**src/rtl/ft_sync_fifo_ctrl.sv**
```systemverilog
// ft_sync_fifo_ctrl
// Controller for the FT2232H synchronous FIFO port, clocked by CLKOUT.
// It buffers host-to-FPGA reads and FPGA-to-host writes and arbitrates
// between them. The pins are a pure decode of the state register.
//
// Ports:
//   clkout_i, rst_n_i     : FT2232H CLKOUT, async active-low reset
//   rxf_n_i, txe_n_i      : chip status (low = data available / room)
//   data_i, data_o        : pad input value, pad drive value (TX head)
//   data_oe_o             : tristate enable for the shared data bus
//   oe_n_o, rd_n_o, wr_n_o: chip strobes
//   rx_data_o/valid/ready : RX stream to the user (first-word fall-through)
//   tx_data_i/valid/ready : TX stream from the user
//   rx_level_o, tx_level_o: buffer occupancy
module ft_sync_fifo_ctrl #(
    parameter int RX_DEPTH  = 16,
    parameter int TX_DEPTH  = 16,
    parameter int BURST_MAX = 64,
    parameter int ARB_MODE  = 2
) (
    input  logic                      clkout_i,
    input  logic                      rst_n_i,
    input  logic                      rxf_n_i,
    input  logic                      txe_n_i,
    input  logic [7:0]                data_i,
    output logic [7:0]                data_o,
    output logic                      data_oe_o,
    output logic                      oe_n_o,
    output logic                      rd_n_o,
    output logic                      wr_n_o,
    output logic [7:0]                rx_data_o,
    output logic                      rx_valid_o,
    input  logic                      rx_ready_i,
    input  logic [7:0]                tx_data_i,
    input  logic                      tx_valid_i,
    output logic                      tx_ready_o,
    output logic [$clog2(RX_DEPTH):0] rx_level_o,
    output logic [$clog2(TX_DEPTH):0] tx_level_o
);

    localparam int RAW = $clog2(RX_DEPTH);
    localparam int TAW = $clog2(TX_DEPTH);
    localparam logic [RAW:0] RX_FULL  = (RAW+1)'(RX_DEPTH);
    localparam logic [RAW:0] RX_ALMST = (RAW+1)'(RX_DEPTH - 1);
    localparam logic [TAW:0] TX_FULL  = (TAW+1)'(TX_DEPTH);
    localparam logic [TAW:0] TX_ONE   = (TAW+1)'(1);
    localparam logic [31:0]  BMAX     = 32'(BURST_MAX);

    typedef enum logic [1:0] {S_IDLE, S_RD_OE, S_READ, S_WRITE} state_e;

    state_e         state_q, state_d;
    logic           rr_tx_q, rr_tx_d;
    logic [31:0]    burst_q, burst_d, burst_inc;
    logic           burst_done, pick_tx;

    logic [7:0]     rx_mem [RX_DEPTH];
    logic [7:0]     tx_mem [TX_DEPTH];
    logic [RAW-1:0] rx_wp_q, rx_rp_q;
    logic [TAW-1:0] tx_wp_q, tx_rp_q;
    logic [RAW:0]   rx_level_q;
    logic [TAW:0]   tx_level_q;

    logic rx_space1, rx_space2, tx_has1, tx_has2;
    logic rx_req, tx_req, rx_cap, tx_acc, rx_pop, tx_push;

    assign rx_space1 = rx_level_q < RX_FULL;
    assign rx_space2 = rx_level_q < RX_ALMST;
    assign tx_has1   = tx_level_q != '0;
    assign tx_has2   = tx_level_q > TX_ONE;
    assign rx_req    = !rxf_n_i && rx_space1;
    assign tx_req    = !txe_n_i && tx_has1;
    assign rx_cap    = (state_q == S_READ)  && !rxf_n_i;
    assign tx_acc    = (state_q == S_WRITE) && !txe_n_i;

    assign rx_valid_o = rx_level_q != '0;
    assign tx_ready_o = tx_level_q < TX_FULL;
    assign rx_pop     = rx_valid_o && rx_ready_i;
    assign tx_push    = tx_valid_i && tx_ready_o;
    assign rx_level_o = rx_level_q;
    assign tx_level_o = tx_level_q;
    assign rx_data_o  = rx_mem[rx_rp_q];
    assign data_o     = tx_mem[tx_rp_q];

    // Counter saturates at BURST_MAX so burst_done stays asserted for the
    // rest of an over-long grant and the yield still happens later.
    always_comb begin
        if (BURST_MAX != 0 && burst_q == BMAX) begin
            burst_inc = burst_q;
        end else begin
            burst_inc = burst_q + 32'(rx_cap || tx_acc);
        end
        burst_done = (BURST_MAX != 0) && (burst_inc == BMAX);
    end

    always_comb begin
        state_d = state_q;
        rr_tx_d = rr_tx_q;
        burst_d = burst_q;
        pick_tx = 1'b0;
        case (state_q)
            S_IDLE: begin
                if (rx_req && tx_req) begin
                    if (ARB_MODE == 0)      pick_tx = 1'b0;
                    else if (ARB_MODE == 1) pick_tx = 1'b1;
                    else                    pick_tx = rr_tx_q;
                end else begin
                    pick_tx = tx_req;
                end
                if (rx_req || tx_req) begin
                    rr_tx_d = !pick_tx;
                    burst_d = '0;
                    state_d = pick_tx ? S_WRITE : S_RD_OE;
                end
            end
            S_RD_OE: begin
                burst_d = '0;
                state_d = rx_req ? S_READ : S_IDLE;
            end
            S_READ: begin
                burst_d = burst_inc;
                if (!(!rxf_n_i && rx_space2 && !(burst_done && tx_req))) state_d = S_IDLE;
            end
            S_WRITE: begin
                burst_d = burst_inc;
                if (!(!txe_n_i && tx_has2 && !(burst_done && rx_req))) state_d = S_IDLE;
            end
            default: state_d = S_IDLE;
        endcase
    end

    always_comb begin
        oe_n_o    = 1'b1;
        rd_n_o    = 1'b1;
        wr_n_o    = 1'b1;
        data_oe_o = 1'b0;
        case (state_q)
            S_RD_OE: oe_n_o = 1'b0;
            S_READ: begin
                oe_n_o = 1'b0;
                rd_n_o = 1'b0;
            end
            S_WRITE: begin
                wr_n_o    = 1'b0;
                data_oe_o = 1'b1;
            end
            default: ;
        endcase
    end

    always_ff @(posedge clkout_i or negedge rst_n_i) begin
        if (!rst_n_i) begin
            state_q    <= S_IDLE;
            rr_tx_q    <= 1'b0;
            burst_q    <= '0;
            rx_wp_q    <= '0;
            rx_rp_q    <= '0;
            tx_wp_q    <= '0;
            tx_rp_q    <= '0;
            rx_level_q <= '0;
            tx_level_q <= '0;
        end else begin
            state_q    <= state_d;
            rr_tx_q    <= rr_tx_d;
            burst_q    <= burst_d;
            if (rx_cap)  rx_wp_q <= rx_wp_q + RAW'(1);
            if (rx_pop)  rx_rp_q <= rx_rp_q + RAW'(1);
            if (tx_push) tx_wp_q <= tx_wp_q + TAW'(1);
            if (tx_acc)  tx_rp_q <= tx_rp_q + TAW'(1);
            rx_level_q <= rx_level_q + (RAW+1)'(rx_cap) - (RAW+1)'(rx_pop);
            tx_level_q <= tx_level_q + (TAW+1)'(tx_push) - (TAW+1)'(tx_acc);
        end
    end

    always_ff @(posedge clkout_i) begin
        if (rx_cap)  rx_mem[rx_wp_q] <= data_i;
        if (tx_push) tx_mem[tx_wp_q] <= tx_data_i;
    end

endmodule
```
**config.mk**
```make
export PLATFORM = sky130hd
export DESIGN_NAME = ft_sync_fifo_ctrl
export DESIGN_NICKNAME = d
export VERILOG_FILES = /design/src/rtl/ft_sync_fifo_ctrl.sv
export SDC_FILE = /design/constraint.sdc
export NUM_CORES = 1
export LEC_CHECK = 0
export BUFFER_PORTS_ARGS = -buffer_cell sky130_fd_sc_hd__buf_4
export CAP_MARGIN = 20
export CORE_UTILIZATION = 30
export CTS_CLUSTER_DIAMETER = 80
export DETAILED_ROUTE_END_ITERATION = 7
export GPL_TIMING_DRIVEN = 0
export HOLD_SLACK_MARGIN = 0.03
export PLACE_DENSITY = 0.55
export RECOVER_POWER = 100
export SETUP_SLACK_MARGIN = 0.3
export SYNTH_ARGS = -nofsm -noshare
export SYNTH_HDL_FRONTEND = slang
export SYNTH_SLANG_ARGS = --single-unit
```
**constraint.sdc**
```tcl
create_clock -name clkout_i -period 7.9 [get_ports clkout_i]
set_input_delay 0.79 -clock clkout_i [delete_from_list [all_inputs] [get_ports clkout_i]]
set_output_delay 0.79 -clock clkout_i [all_outputs]
set_load 0.005 [all_outputs]
```
==> impl_metrics.env <==
export IMPL_status="complete, but fails checks"
export IMPL_violations="max-capacitance violations, max-slew violations"
export IMPL_period_minus_slack_ns=5.35
export IMPL_dr_max_layer_used="met4"
export IMPL_syn_inst=880
export IMPL_yosys_top_cells_area="edfxtp_1, mux4_2, dfrtp_1, ha_1, and2_1"
export IMPL_track_usage=0.136
export IMPL_core_area_um2=45700
export IMPL_fin_crit_sh=0.677
export IMPL_drive_gt1_frac=0.173
export IMPL_required_ns=8.34
export IMPL_gp_congestion=0.812
export IMPL_ys_seq_area_frac=0.658
export IMPL_wl_met3_um=1490
export IMPL_drv_slew=62
export IMPL_ys_ff_latch=317
export IMPL_syn_area_um2=14000
export IMPL_slew_headroom=-1.33
export IMPL_slowest_delay_ns=1.10
export IMPL_route_detailed_drc=0
export IMPL_routed_wl_um=31400
export IMPL_grt_overflow=0
export IMPL_initial_utilization=0.307
export IMPL_fin_setup_tns_ns=0
export IMPL_synth_enable_flop_cells=256
export IMPL_clock_path_buffers=3
export IMPL_max_freq_mhz=187
export IMPL_antenna_found_initial=0
export IMPL_grt_pass1_vias=8197
export IMPL_diodes=0
export IMPL_arrival_ns=5.79
export IMPL_insertion_delay_ns=0.55
export IMPL_endpoint_kind="flop"
export IMPL_grt_max_degree=62
export IMPL_cts_max_level=2
export IMPL_dp_hpwl_um=21000
export IMPL_slowest_stage="nor3_1"
export IMPL_fp_dieW_um=218
export IMPL_ctsResizeCount=0
export IMPL_portBuffers=53
export IMPL_clkSlewWorstSetupHoldPaths_ns=0.06
export IMPL_wl_met2_um=14600
export IMPL_hold_violations=0
export IMPL_vdd_drop_max_mv=0.156
export IMPL_crit_chain="inv_1 > ha_1 > inv_1 > nor2_1 > inv_1 > o21ai_0 > ha_1 > nand4_1 > nor3_1 > o2111ai_1 > a211o_1 > or4_1 > or4_1 > a211o_1"
export IMPL_async_flop_share=0.192
export IMPL_synth_top_area_cell="edfxtp_1"
export IMPL_hold_class="flop to flop"
export IMPL_yosysWarnings=0
export IMPL_synthFlopType="edfxtp_1"
export IMPL_grt_pass1_wl_um=49000
export IMPL_io_pins=54
export IMPL_cellLeakagePower_nw=5.48
export IMPL_vias_per_cell=4.95
export IMPL_drtIter0Drc=586
export IMPL_cts_root_buf="clkbuf_16"
export IMPL_cts_tree="yes"
export IMPL_met1_length_um=14500
export IMPL_cts_buffers=36
export IMPL_fp_row_count=78
export IMPL_max_cap_violations=1
export IMPL_yosysTopAreaCellShare=0.549
export IMPL_routedWlPerCell_um=19.6
export IMPL_fillers=4357
export IMPL_dr_pass1_iters=5
export IMPL_stdcell_area_um2=16100
export IMPL_synth_nets=937
export IMPL_tightestPinTransition_ns=3.50
export IMPL_critPathKind="flop to flop"
export IMPL_synth_cell_type_count=53
export IMPL_multi_input_area_um2=4420
export IMPL_syn_mean_instance_area_um2=15.9
export IMPL_finalNetCount=1028
export IMPL_crit_fanout=10
export IMPL_antenna_left=0
export IMPL_post_cts_setup_buffers=0
export IMPL_seq_area_um2=9210
export IMPL_critPathLaunchType="flop"
export IMPL_die_area_um2=47600
export IMPL_rsz0062_at_grt="false"
export IMPL_vias=7904
export IMPL_placed_cell_area_um2=15200
export IMPL_cts_sinks=317
export IMPL_hold_buffers=0
export IMPL_fin_skew_ns=0.0223
export IMPL_cellPowerDensity_nw_per_um2=329
export IMPL_setup_viol=0
export IMPL_areaGrowthSynthToFinish_pct=15.2
export IMPL_die_y_um=218
export IMPL_cpMostUsedCell="inv_1"
-- where the power goes --
part / total, mW / internal [mW] / switching (mW)
Sequential: 2.05 / 1.95 / 0.0948
Combinational: 1.66 / 0.766 / 0.895
Clock: 1.61 / 0.933 / 0.673
Total: 5.31 / 3.65 / 1.66
-- critical path: cells and delay by family (launching register included) --
| family | cells | cell delay, ns |
|---|---|---|
| buffers and inverters | 3 | 0.42 |
| adder cells (fa/ha/maj) | 2 | 0.46 |
| AND/OR/NAND/NOR | 5 | 2.89 |
| AO/OA/AOI/OAI | 4 | 1.04 |
| flip-flops | 1 | 0.40 |
-- stage by stage --
stage                     cells  hold WS, ns  worst slack [ns]  power (mW)   util
after detailed placement   1533        0.482              2.66        3.82  0.332
after global placement     1533        0.477              2.72        3.80  0.332
final                      1598        0.506              2.55        5.31  0.353
after CTS                  1598        0.346              2.75        5.44  0.356
after global routing       1598        0.528              2.12        5.60  0.353
after floorplan             880        0.450              3.71        3.15      -
-- area by class of cell --
cell class	instances	share of cell area
clock inverter	11	0.00884
buffer	51	0.0126
timing repair buffer	53	0.0186
multi-input combinational	479	0.274
clock buffer	54	0.0606
tap	600	0.0465
sequential	317	0.571
inverter	33	0.00768
-- final timing paths --
path / start / end / slack (ns) / cells after the start
worst min register to register: rr_tx_q / rr_tx_q / 0.51 / 1
worst max register to register: state_q[0] / state_q[0] / 2.55 / 14
min in group asynchronous: rst_n_i / burst_q[21] / 1.41 / 1
max in group asynchronous: rst_n_i / tx_rp_q[2] / 4.50 / 1
worst min-delay path: rr_tx_q / rr_tx_q / 0.51 / 1
worst max-delay path: state_q[0] / state_q[0] / 2.55 / 14
-- flip-flops by register name, indices dropped and copies added (netlist names) --
name	flops
rx_rp_q	4
state_q	2
rx_level_o	5
rx_wp_q	4
tx_rp_q	4
tx_mem	128
rr_tx_q	1
tx_wp_q	4
burst_q	32
tx_level_o	5
rx_mem	128
-- cell usage in the layout (no fill, tap or decap), types with 5 or more instances in the layout --
cell type    n
edfxtp_1   256
inv_1       33
a21oi_1      9
and3_1       9
mux4_2      80
and4_1       5
clkbuf_1    83
buf_2        7
xor2_1      14
buf_4        8
ha_1        33
nor4_1       9
nor2b_1      9
dfrtp_1     61
a31oi_1     10
o21ai_0     47
nand2_1     35
nor2_1      47
nor3_1      12
nand4_1     28
and2_0      34
and2_1       5
xnor2_1     17
o31ai_1     16
clkbuf_16   36
nand3_1     14
clkbuf_4    20
-- kinds of logic (layout without fill, tap and decap cells) --
logic type / Yosys count / after routing / share of synthesized area
XOR/XNOR: 31 / 31 / 0.0194
AO/OA/AOI/OAI: 102 / 102 / 0.0454
multiplexers: 86 / 86 / 0.133
adder cells (fa/ha/maj): 35 / 35 / 0.0323
flip-flops: 317 / 317 / 0.658
AND/OR/NAND/NOR: 225 / 225 / 0.0883
buffers and inverters: 84 / 202 / 0.0235
-- cell usage after synthesis, drive strengths merged (4+ instances only) --
library cell and n:
nor4 9, nor3b 4, mux4 80, a31oi 10
ha 33, inv 33, nor2 48, o21ai 47
and4 5, xnor2 17, buf 17, nand2 35
a21oi 9, and2 39, clkbuf 34, xor2 14
and3 9, nor3 13, o31ai 16, nand3 15
or2 5, nand4 28, dfrtp 61, nor2b 9
edfxtp 256, mux2 4
-- routing by layer --
layer	GRT usage	vias up
li1	-	3614
met2	0.213	168
met5	0	-
met1	0.185	4067
met4	0.0459	0
met3	0.0308	55
No activity file was read; power rests on OpenSTA's default activity.
